$ cat config.mk
export PLATFORM = sky130hd
export DESIGN_NAME = hazard_ctrl_unit
export DESIGN_NICKNAME = d
export VERILOG_FILES = /design/src/rtl/hazard_ctrl_unit.sv
export SDC_FILE = /design/constraint.sdc
export NUM_CORES = 1
export LEC_CHECK = 0
export BUFFER_PORTS_ARGS = -buffer_cell sky130_fd_sc_hd__buf_2
export CAP_MARGIN = 20
export CORE_UTILIZATION = 50
export DETAILED_ROUTE_END_ITERATION = 10
export PLACE_DENSITY = 0.8
export REMOVE_ABC_BUFFERS = 1
export SYNTH_ARGS = -nofsm -noshare
export SYNTH_HDL_FRONTEND = slang
export SYNTH_SLANG_ARGS = --single-unit
export TNS_END_PERCENT = 50
$ cat constraint.sdc
create_clock -name clk -period 5.5 [get_ports clk]
set_input_delay 0 -clock clk [delete_from_list [all_inputs] [get_ports clk]]
set_output_delay 0 -clock clk [all_outputs]
set_load 0.03 [all_outputs]
$ cat src/rtl/hazard_ctrl_unit.sv
// Pipeline hazard controller: load-use stalls, jump/branch flush sequencing and a
// saturating bubble-cycle counter. State advances on the falling clock edge.
module hazard_ctrl_unit #(
  parameter int unsigned CNT_WIDTH = 16
) (
  input  logic                 clk,
  input  logic                 Reset_L,
  input  logic [4:0]           ID_Rs,
  input  logic [4:0]           ID_Rt,
  input  logic                 ID_UsesRs,
  input  logic                 ID_UsesRt,
  input  logic [4:0]           EX_Rt,
  input  logic                 EX_MemRead,
  input  logic                 Jump,
  input  logic                 Branch,
  input  logic                 BranchTaken,
  output logic                 PCWrite,
  output logic                 IFWrite,
  output logic                 Bubble,
  output logic [1:0]           AddrSel,
  output logic [CNT_WIDTH-1:0] BubbleCount
);

  typedef enum logic [1:0] {StNoHaz, StJump, StBranch0, StBranch1} state_e;

  state_e               r_state;
  state_e               w_state_next;
  logic                 w_load_use;
  logic [CNT_WIDTH-1:0] r_bubble_cnt;

  assign w_load_use = EX_MemRead && (EX_Rt != 5'd0) &&
                      ((ID_UsesRs && (ID_Rs == EX_Rt)) || (ID_UsesRt && (ID_Rt == EX_Rt)));

  always_ff @(negedge clk or negedge Reset_L) begin
    if (!Reset_L) begin
      r_state <= StNoHaz;
    end else begin
      r_state <= w_state_next;
    end
  end

  always_comb begin
    w_state_next = r_state;
    unique case (r_state)
      StNoHaz: begin
        if (w_load_use)  w_state_next = StNoHaz;
        else if (Jump)   w_state_next = StJump;
        else if (Branch) w_state_next = StBranch0;
      end
      StJump:    w_state_next = StNoHaz;
      StBranch0: w_state_next = BranchTaken ? StBranch1 : StNoHaz;
      StBranch1: w_state_next = StNoHaz;
      default:   w_state_next = StNoHaz;
    endcase
  end

  always_comb begin
    PCWrite = 1'b1;
    IFWrite = 1'b1;
    Bubble  = 1'b0;
    AddrSel = 2'b00;
    if (!Reset_L) begin
      PCWrite = 1'b0;
      IFWrite = 1'b0;
      Bubble  = 1'b1;
    end else begin
      unique case (r_state)
        StNoHaz: begin
          if (w_load_use) begin
            PCWrite = 1'b0;
            IFWrite = 1'b0;
            Bubble  = 1'b1;
          end else if (Jump) begin
            IFWrite = 1'b0;
            AddrSel = 2'b01;
          end else if (Branch) begin
            // Hold fetch until the branch resolves in EX.
            PCWrite = 1'b0;
            IFWrite = 1'b0;
          end
        end
        StJump: Bubble = 1'b1;
        StBranch0: begin
          Bubble = 1'b1;
          if (BranchTaken) begin
            IFWrite = 1'b0;
            AddrSel = 2'b10;
          end
        end
        StBranch1: Bubble = 1'b1;
        default: ;
      endcase
    end
  end

  always_ff @(negedge clk or negedge Reset_L) begin
    if (!Reset_L) begin
      r_bubble_cnt <= '0;
    end else if (Bubble && (r_bubble_cnt != {CNT_WIDTH{1'b1}})) begin
      r_bubble_cnt <= r_bubble_cnt + 1'b1;
    end
  end

  assign BubbleCount = r_bubble_cnt;

endmodule

# Word level (Yosys, flattened, before mapping)
# Cells that the tools add are included.
# word_totals
ff_bits,18
input_bits,23
output_inout_bits,21
elab_cells,43
# op_classes
n_addsub,1
n_eq_ne,7
n_mux,23
reduce_logical,10
# ops
cell,n
16-bit by 1-bit adder with 16-bit output (second input constant),1
16-bit != test (second input constant),1
1-bit two-way mux,13
2-bit two-way mux,6
5-bit equality test,2
2-bit case mux with 3 select lines,1
1-bit logical AND,5
5-bit nonzero test,1
2-bit equality test (second input constant),2
4-bit != test (second input constant),1
1-bit case mux with 2 select lines,2
2-bit case mux with 2 select lines,1
3-bit OR reduction,1
2-bit by 1-bit equality test with 1-bit output (second input constant),1
2-bit zero test,1
2-bit OR reduction,1
1-bit logical OR,1

# Depth between registers and ports, before layout
# depth
word_depth,8
ltp_mapped,8
mapped_depth_nobuf,7

==> flow_summary.ini <==
[clock_network]
htree_levels = 1
insertion_delay_ns = 0.29
root_buffer = clkbuf_4
clkTransAtPathRegs_ns = 0.07
cts.repair.resized = 0
cts_buffers = 3
cts_tree = built
postCtsHoldBufs = 0
post-cts-setup-buffers = 0
cts_sinks = 18
clockBufferDepth = 2

[grt]
grt_pass1_vias = 794
track_usage_pct = 21.2
grt_pass1_wl_um = 3380
antenna_found_initial = 0
grt-ovfl-total = 0
grt_max_degree = 23

[finish]
utilization_pct = 67.5
num-fill-cells = 181
finalNetCount = 182
syn_to_final_growth_pct = 26.1
drive_gt1_share_pct = 33.8
antenna_cells = 0

[floorplanning]
rows = 16
die_x_um = 47.8
die_area_um2 = 2290
io_pins = 44
die_h_um = 47.8
core-area_um2 = 1960
start_util_pct = 53.6

[worst_setup_path]
r2r_cells = 6
path_class = primary input to register
cp-start-kind = primary input
cp-end-kind = register
reg2reg_slack_ns = 3.26
cpPeakStageDelay_ns = 0.53
arrival_ns = 1.64
cp_cell_sequence = buf_2 > or4_1 > o21a_1 > o32a_1 > nand2_2 > mux2_4
cp_slowest_cell = or4_1
crit_required_ns = 2.89
rr_endpoint = BubbleCount[1]
worst-path-max-fanout = 14
worstReg2RegStart = BubbleCount[0]

[hold_path]
whs_endpoint = AddrSel[0]
hp-start = Jump
hold_depth = 4
hold_path.class = primary input to primary output

[sta]
whs_ns = 0.388
max_slew.worst_pin.slew_ns = 0.451
finalHoldViolCount = 0
tns_ns = 0
drv_slew = 0
rsz0062_at_grt = no
setup_viol = 0
slew_headroom_pct = 69.9
final.setup_skew_ns = 0.00122

[job]
maxCapViolations = 0

[synthesis]
synth-warning-count = 0
synthTopCellsByArea = dfrtn_1 43%, xnor2_1 12%, xor2_1 8.3%
synth_edf_count = 0
synth_cells = 111
yosysTopAreaCell = dfrtn_1
yosysMostFrequentCell = dfrtn_1
syn_area_per_cell_um2 = 9.47
netlist.area_leader.share_pct = 42.9
ys.flop_type = dfrtn_1
yosysSeqAreaShare_pct = 42.9
syn_area_um2 = 1050
ys_top_cells_by_count = 18 x dfrtn_1, 14 x nand2_1, 14 x xnor2_1
postSynth.asyncResetShare_pct = 100
synth.distinct_cells = 27
ys_ff_latch = 18

[routing]
firstDrtPassIters = 4
vias = 953
vias_per_cell = 5.18
wirelength_um = 2230
ant_nets = 0
drcViolationCount = 0
drtIter0Drc = 30
wire_per_inst_um = 12.1

[power_and_ir_drop]
totalPowerFinal_mw = 0.463
p_per_area_nw_per_um2 = 349
p_leak_nw = 0.681
vdd_ir_drop_max_mv = 0.305

[run_status]
run_status = complete, no violations

[place]
gp_congestion = 0.806
hpwl_um = 1750
io_buffers = 43
-- metal layers --
layer	vias up	track usage [%]	share of wire, %
li1	472	-	-
met5	-	0	0
met1	449	26.5	46
met3	2	4.53	4.5
met4	0	6.67	0.54
met2	30	36.5	49
-- metrics by stage --
stage	setup slack, ns	instances	instance area (um2)
2_1_floorplan	1.20	110	1040
3_3_place_gp	1.01	180	1290
3_5_place_dp	0.949	180	1290
4_1_cts	1.26	184	1330
5_1_grt	1.21	184	1330
6_report	1.25	184	1330
-- layout by cell type, fill, tap and decap left out --
master,instances
buf_2,43
dfrtn_1,18
xnor2_1,14
nand2_1,14
nor2_1,12
xor2_1,10
nand3_1,6
nand4_1,4
a21oi_1,4
nand2b_1,3
nor2b_1,3
nor3_1,3
clkbuf_4,3
inv_1,2
or2_2,2
nor4_1,2
mux2_4,2
or4_1,1
o21a_1,1
o22ai_1,1
a21oi_2,1
a221oi_1,1
o31a_1,1
and3_1,1
o32a_1,1
o221ai_1,1
nand2_2,1
ha_1,1
clkbuf_8,1
-- sequential cells by signal, summed over array words and instances (netlist names) --
name and flops:
r_state 2, BubbleCount 16
-- critical path, delay by kind of cell --
kind / cells / cell delay (ns)
AOI/OAI and AO/OA: 2 / 0.42
muxes: 1 / 0.33
buffers and inverters: 1 / 0.12
and+or+nand+nor: 2 / 0.76
-- report_power, final --
group          total (mW)  internal (mW)  leakage (nW)  switching (mW)
combinational       0.184         0.0704         0.428           0.114
clock              0.0805         0.0403        0.0210          0.0403
sequential          0.198          0.162         0.232          0.0357
-- layout make-up --
type / count / area (um2) / share of cell area, %
clock buffers: 4 / 36.3 / 2.74
multi-input cells: 90 / 582 / 43.9
well taps: 27 / 33.8 / 2.55
inverters: 2 / 7.51 / 0.567
repair buffers: 43 / 215 / 16.2
flip-flops and latches: 18 / 450 / 34.0
-- logic make-up (layout without fill, tap and decap cells) --
logic type                 count (synthesis)  after routing  synth area share, %
xor gates and xnor gates                  24             24                 20.0
buffers and inverters                      3             49                 1.79
adders and majority gates                  1              1                 1.19
muxes                                      2              2                 2.86
DFF                                       18             18                 42.9
AOI/OAI and AO/OA                         11             11                 7.50
and+or+nand+nor                           52             52                 23.8
-- how the worst max path moves through the flow --
stage	from	end	slack [ns]	cells past startpoint
final	EX_Rt[1]	BubbleCount[1]	1.25	6
after global placement	EX_Rt[1]	BubbleCount[1]	1.01	6
after CTS	EX_Rt[1]	BubbleCount[1]	1.26	6
after detailed placement	EX_Rt[1]	BubbleCount[1]	0.95	6
after global routing	EX_Rt[1]	BubbleCount[1]	1.21	6
after floorplan	EX_Rt[1]	BubbleCount[1]	1.20	5
Power figures use the tool's default switching activity.
